--- src/rtl/id_ex_pipe_reg.sv ---
// ID/EX pipeline register with a built-in load-use interlock and a
// saturating stall-cycle counter.
//
// Flow control: stall acts as the inverse of "ready" toward the front end.
// An ID instruction (id_valid=1) is accepted at a rising edge only when
// stall=0 and flush=0. While stall=1 the front end must hold PC and IF/ID and
// keep presenting the same instruction. EX receives a bubble (ex_valid=0) on
// any edge where nothing is accepted.
module id_ex_pipe_reg #(
    parameter int DATA_W = 32,
    parameter int REG_AW = 5,
    parameter int CNT_W  = 16
) (
    input  logic              clk,
    input  logic              rst,
    input  logic              flush,
    input  logic              id_valid,
    input  logic [DATA_W-1:0] id_pc4,
    input  logic [DATA_W-1:0] id_rs_data,
    input  logic [DATA_W-1:0] id_rt_data,
    input  logic [DATA_W-1:0] id_imm,
    input  logic [REG_AW-1:0] id_rs,
    input  logic [REG_AW-1:0] id_rt,
    input  logic [REG_AW-1:0] id_rd,
    input  logic              id_RegDst,
    input  logic              id_RegWrite,
    input  logic              id_MemRead,
    input  logic              id_MemWrite,
    input  logic              id_MemtoReg,
    input  logic              id_Branch,
    input  logic              id_ALUSrc,
    input  logic [1:0]        id_ALUOp,
    output logic              ex_valid,
    output logic [DATA_W-1:0] ex_pc4,
    output logic [DATA_W-1:0] ex_rs_data,
    output logic [DATA_W-1:0] ex_rt_data,
    output logic [DATA_W-1:0] ex_imm,
    output logic [REG_AW-1:0] ex_rs,
    output logic [REG_AW-1:0] ex_rt,
    output logic [REG_AW-1:0] ex_rd,
    output logic              ex_RegDst,
    output logic              ex_RegWrite,
    output logic              ex_MemRead,
    output logic              ex_MemWrite,
    output logic              ex_MemtoReg,
    output logic              ex_Branch,
    output logic              ex_ALUSrc,
    output logic [1:0]        ex_ALUOp,
    output logic              stall,
    output logic [CNT_W-1:0]  stall_cnt
);

    logic usesRt;
    logic hazard;
    logic loadBubble;

    // Load-use detection: a load in EX whose nonzero destination is read by the ID instruction.
    always_comb begin
        usesRt     = ~id_ALUSrc | id_MemWrite | id_Branch;
        hazard     = id_valid & ex_valid & ex_MemRead & (ex_rt != '0) &
                     ((ex_rt == id_rs) | (usesRt & (ex_rt == id_rt)));
        // A squashed instruction must never hold the front end.
        stall      = hazard & ~flush;
        loadBubble = flush | stall | ~id_valid;
    end

    // Valid bit and control word: cleared to a clean bubble whenever nothing is accepted.
    always_ff @(posedge clk) begin
        if (rst || loadBubble) begin
            ex_valid    <= 1'b0;
            ex_RegDst   <= 1'b0;
            ex_RegWrite <= 1'b0;
            ex_MemRead  <= 1'b0;
            ex_MemWrite <= 1'b0;
            ex_MemtoReg <= 1'b0;
            ex_Branch   <= 1'b0;
            ex_ALUSrc   <= 1'b0;
            ex_ALUOp    <= 2'b00;
        end else begin
            ex_valid    <= 1'b1;
            ex_RegDst   <= id_RegDst;
            ex_RegWrite <= id_RegWrite;
            ex_MemRead  <= id_MemRead;
            ex_MemWrite <= id_MemWrite;
            ex_MemtoReg <= id_MemtoReg;
            ex_Branch   <= id_Branch;
            ex_ALUSrc   <= id_ALUSrc;
            ex_ALUOp    <= id_ALUOp;
        end
    end

    // Data and specifier fields: loaded every edge; meaningless while ex_valid=0.
    always_ff @(posedge clk) begin
        if (rst) begin
            ex_pc4     <= '0;
            ex_rs_data <= '0;
            ex_rt_data <= '0;
            ex_imm     <= '0;
            ex_rs      <= '0;
            ex_rt      <= '0;
            ex_rd      <= '0;
        end else begin
            ex_pc4     <= id_pc4;
            ex_rs_data <= id_rs_data;
            ex_rt_data <= id_rt_data;
            ex_imm     <= id_imm;
            ex_rs      <= id_rs;
            ex_rt      <= id_rt;
            ex_rd      <= id_rd;
        end
    end

    // Stall-cycle counter: counts edges with stall=1, sticks at all-ones.
    always_ff @(posedge clk) begin
        if (rst) begin
            stall_cnt <= '0;
        end else if (stall && (stall_cnt != '1)) begin
            stall_cnt <= stall_cnt + CNT_W'(1);
        end
    end

endmodule

--- config.mk ---
export PLATFORM = sky130hd
export DESIGN_NAME = id_ex_pipe_reg
export DESIGN_NICKNAME = d
export VERILOG_FILES = /design/src/rtl/id_ex_pipe_reg.sv
export SDC_FILE = /design/constraint.sdc
export NUM_CORES = 1
export LEC_CHECK = 0
export ABC_AREA = 1
export CAP_MARGIN = 20
export CORE_MARGIN = 2
export CORE_UTILIZATION = 35
export CTS_BUF_LIST = sky130_fd_sc_hd__clkbuf_8
export CTS_CLUSTER_DIAMETER = 50
export DETAILED_ROUTE_END_ITERATION = 6
export PLACE_DENSITY = 0.8
export SYNTH_ARGS = -nofsm -noshare
export SYNTH_HDL_FRONTEND = slang
export SYNTH_SLANG_ARGS = --single-unit
--- constraint.sdc ---
create_clock -name clk -period 1.5 [get_ports clk]
set_input_delay 0.3 -clock clk [delete_from_list [all_inputs] [get_ports clk]]
set_output_delay 0.3 -clock clk [all_outputs]
set_load 0.02 [all_outputs]
==> reports/metrics.yaml <==
setup_path:
  worstReg2RegEnd: "ex_MemWrite$_SDFF_PP0_"
  r2r-start: "ex_rt[4]$_SDFF_PP0_"
  cp.arrival_ps: 1570
  worstPathRequired_ps: 1200
  r2r_cells: 10
  start_kind: "register"
  r2r_slack_ps: -220
  worstPathMaxFanout: 5
  end_kind: "output port"
  path_class: "register to output port"
global_routing:
  grt-ovfl-total: 0
  grtUsageTotal_pct: 19.0
  grt_start_max_net_pins: 40
  antenna_found_initial: 1
  grt_pass1_vias: 5144
  grt_pass1_wl_mm: 24.4
sta:
  tightestPinTransition_ps: 311
  skew_ps: 13.4
  finalSetupTns_ps: -2900
  period_share_pct: 125
  hold_violations: 0
  slew_headroom_pct: 79.3
  fin_crit_ps: 1870
  setup_viol: 25
  finalWorstSetupSlack_ps: -374
  timing.fmax_mhz: 534
  maxSlewViolCount: 0
  rsz0062_at_grt: "true"
run_status:
  violations: "negative setup slack"
  outcome: "finished with violations"
job:
  maxCapViolations: 0
detailed_routing:
  drt_iter0_drc: 186
  first_pass_iters: 4
  drc: 0
  ant_nets: 0
  vias: 5140
  routed_wl_mm: 16.1
  via_per_inst: 4.06
  post_drt_wl_per_cell_um: 12.7
synthesis:
  yosysWarningCount: 0
  netlist_area_um2: 5510
  yosysUniqueCellTypes: 25
  synthCells: 677
  synth_seq_cells: 169
  syn-num-nets: 834
  yosysSeqAreaShare_pct: 61.4
  syn_area_per_cell_um2: 8.14
cells_and_area:
  n_fill_cell: 1343
  regArea_um2: 3400
  drive_gt1_share_pct: 14.6
  multi_input_comb_area_um2: 1480
  area_growth_pct: 72.7
  n_antenna_cell: 0
  final_util_pct: 62.2
  fin_nets: 1200
clock_tree:
  numCtsBuffers: 17
  clk_latency_ps: 440
  cts_root_buffer: "clkbuf_8"
  cts_tree: "yes"
  htree_num_levels: 4
  clock_path_buffers: 2
  cts_sinks: 169
  cts_hold_buf: 0
  cts.clk_slew.worst_paths_ps: 80
worst_hold_path:
  min-delay-start: "rst"
  hold_end: "ex_rd[3]$_SDFF_PP0_"
  hold_class: "input port to register"
  whs_path_depth: 2
die:
  die_h_um: 130
  coreArea_um2: 15300
  die_area_um2: 16800
  boundaryPins: 326
  initial_core_util_pct: 36.0
  rows: 45
  die_w_um: 130
pwr:
  leakagePower_nw: 5.03
  powerDensity_nw_per_um2: 952
  peakVddDrop_v: 0.000789
place:
  place_hpwl_mm: 12.7
  gp_congestion: 0.807
  numPortBuffers: 325
## cells in the mapped netlist
cell	count	share of area, %
a21oi_1	4	0.36
and3_1	1	0.11
buf_12	1	0.36
buf_2	1	0.091
clkbuf_1	16	1.1
clkinv_1	1	0.068
dfxtp_1	169	61
ha_1	1	0.23
inv_1	170	12
inv_2	5	0.34
nand2_1	71	4.8
nand2_2	3	0.34
nand2_4	1	0.20
nand3_1	6	0.54
nand3_2	3	0.54
nand3_4	1	0.32
nand4_1	7	0.79
nand4_2	2	0.45
nor2_1	189	13
nor2_2	11	1.2
nor2_4	8	1.6
nor3_1	2	0.18
o21ai_0	2	0.18
or2_2	1	0.11
xnor2_1	1	0.16
## worst max-delay path by stage
stage / start / endpoint / depth (start not counted)
CTS: ex_rt[0]$_SDFF_PP0_ / stall / 9
detailed placement: id_rt[2] / stall / 10
finish: ex_rt[4]$_SDFF_PP0_ / stall / 8
floorplan: stall_cnt[1]$_SDFFE_PP0P_ / stall_cnt[15]$_SDFFE_PP0P_ / 8
global placement: id_rt[2] / stall / 10
global route: ex_rt[4]$_SDFF_PP0_ / stall / 8
## kinds of logic (layout without fill, tap and decap cells)
group / Yosys count / after routing / share of synthesized area [%]
xor gates and xnor gates: 1 / 1 / 0.159
and+or+nand+nor: 306 / 307 / 24.2
adders and majority gates: 1 / 1 / 0.227
buffers and inverters: 194 / 571 / 13.5
DFF: 169 / 169 / 61.4
AOI/OAI and AO/OA: 6 / 6 / 0.545
## layer usage
layer	GRT usage, %	share of wire (%)	vias up
met1	17.6	35	2269
met3	10.6	11	34
li1	-	-	2634
met2	34.6	51	203
met5	0	0	-
met4	7.53	2.6	0
## through the flow
stage | setup WS [ps] | hold slack [ps] | cells | area [um^2] | power, W
5_1_grt | -501 | 71.9 | 1266 | 9520 | 0.00950
6_report | -374 | 108 | 1266 | 9520 | 0.00907
3_5_place_dp | -853 | 526 | 1232 | 9270 | 0.00637
3_3_place_gp | -851 | 504 | 1232 | 9270 | 0.00634
2_1_floorplan | -21.3 | 407 | 677 | 5520 | 0.00540
4_1_cts | -405 | 73.6 | 1264 | 9500 | 0.00920
## state kept, by name, indices dropped and copies added, names as in the netlist
| name | count |
|---|---|
| ex_ALUSrc | 1 |
| ex_pc4 | 32 |
| ex_rs | 5 |
| ex_rs_data | 32 |
| stall_cnt | 16 |
| ex_RegWrite | 1 |
| ex_MemWrite | 1 |
| ex_rt_data | 32 |
| ex_imm | 32 |
| ex_rd | 5 |
| ex_MemRead | 1 |
| ex_MemtoReg | 1 |
| ex_valid | 1 |
| ex_ALUOp | 2 |
| ex_rt | 5 |
| ex_Branch | 1 |
| ex_RegDst | 1 |
## cell usage in the layout (no fill, tap or decap), drive strengths merged, types with 10 or more instances in the layout
cell type / netlist / layout
buf: 2 / 49
nor2: 208 / 208
dlygate4sd2: 0 / 138
nand4: 9 / 10
inv: 175 / 182
dfxtp: 169 / 169
clkdlybuf4s15: 0 / 16
nand3: 10 / 10
clkbuf: 16 / 24
clkdlybuf4s50: 0 / 154
nand2: 75 / 75
## cell type report
cell class / count / area share (%)
clock buffer: 17 / 2.46
clock inverter: 14 / 1.27
inverter: 176 / 6.94
multi-input combinational: 315 / 15.5
sequential: 169 / 35.8
tap: 211 / 2.77
timing repair buffer: 364 / 35.3
## power by group
part,internal [W],total (W),leakage (nW),switching (W)
clock network,0.00132,0.00297,0.190,0.00165
logic,0.000697,0.00135,3.43,0.000658
registers,0.00469,0.00475,1.41,0.0000536
## worst max-delay path: stages (launching register included)
cell and delay (ps):
dfxtp_4 370, buf_6 110, nor3_2 160, nand3_1 110, nand2_1 90, inv_2 60, nand3_4 80, inv_2 50
buf_6 120
## repair_timing
item                                    4_1_cts  5_1_grt
pin swaps                                     8       18
gates resized for setup                     226       43
endpoints found under the setup margin      194       52
cloned                                        0        1
setup buffers                                 1        2
(Power assumes the default switching activity.)
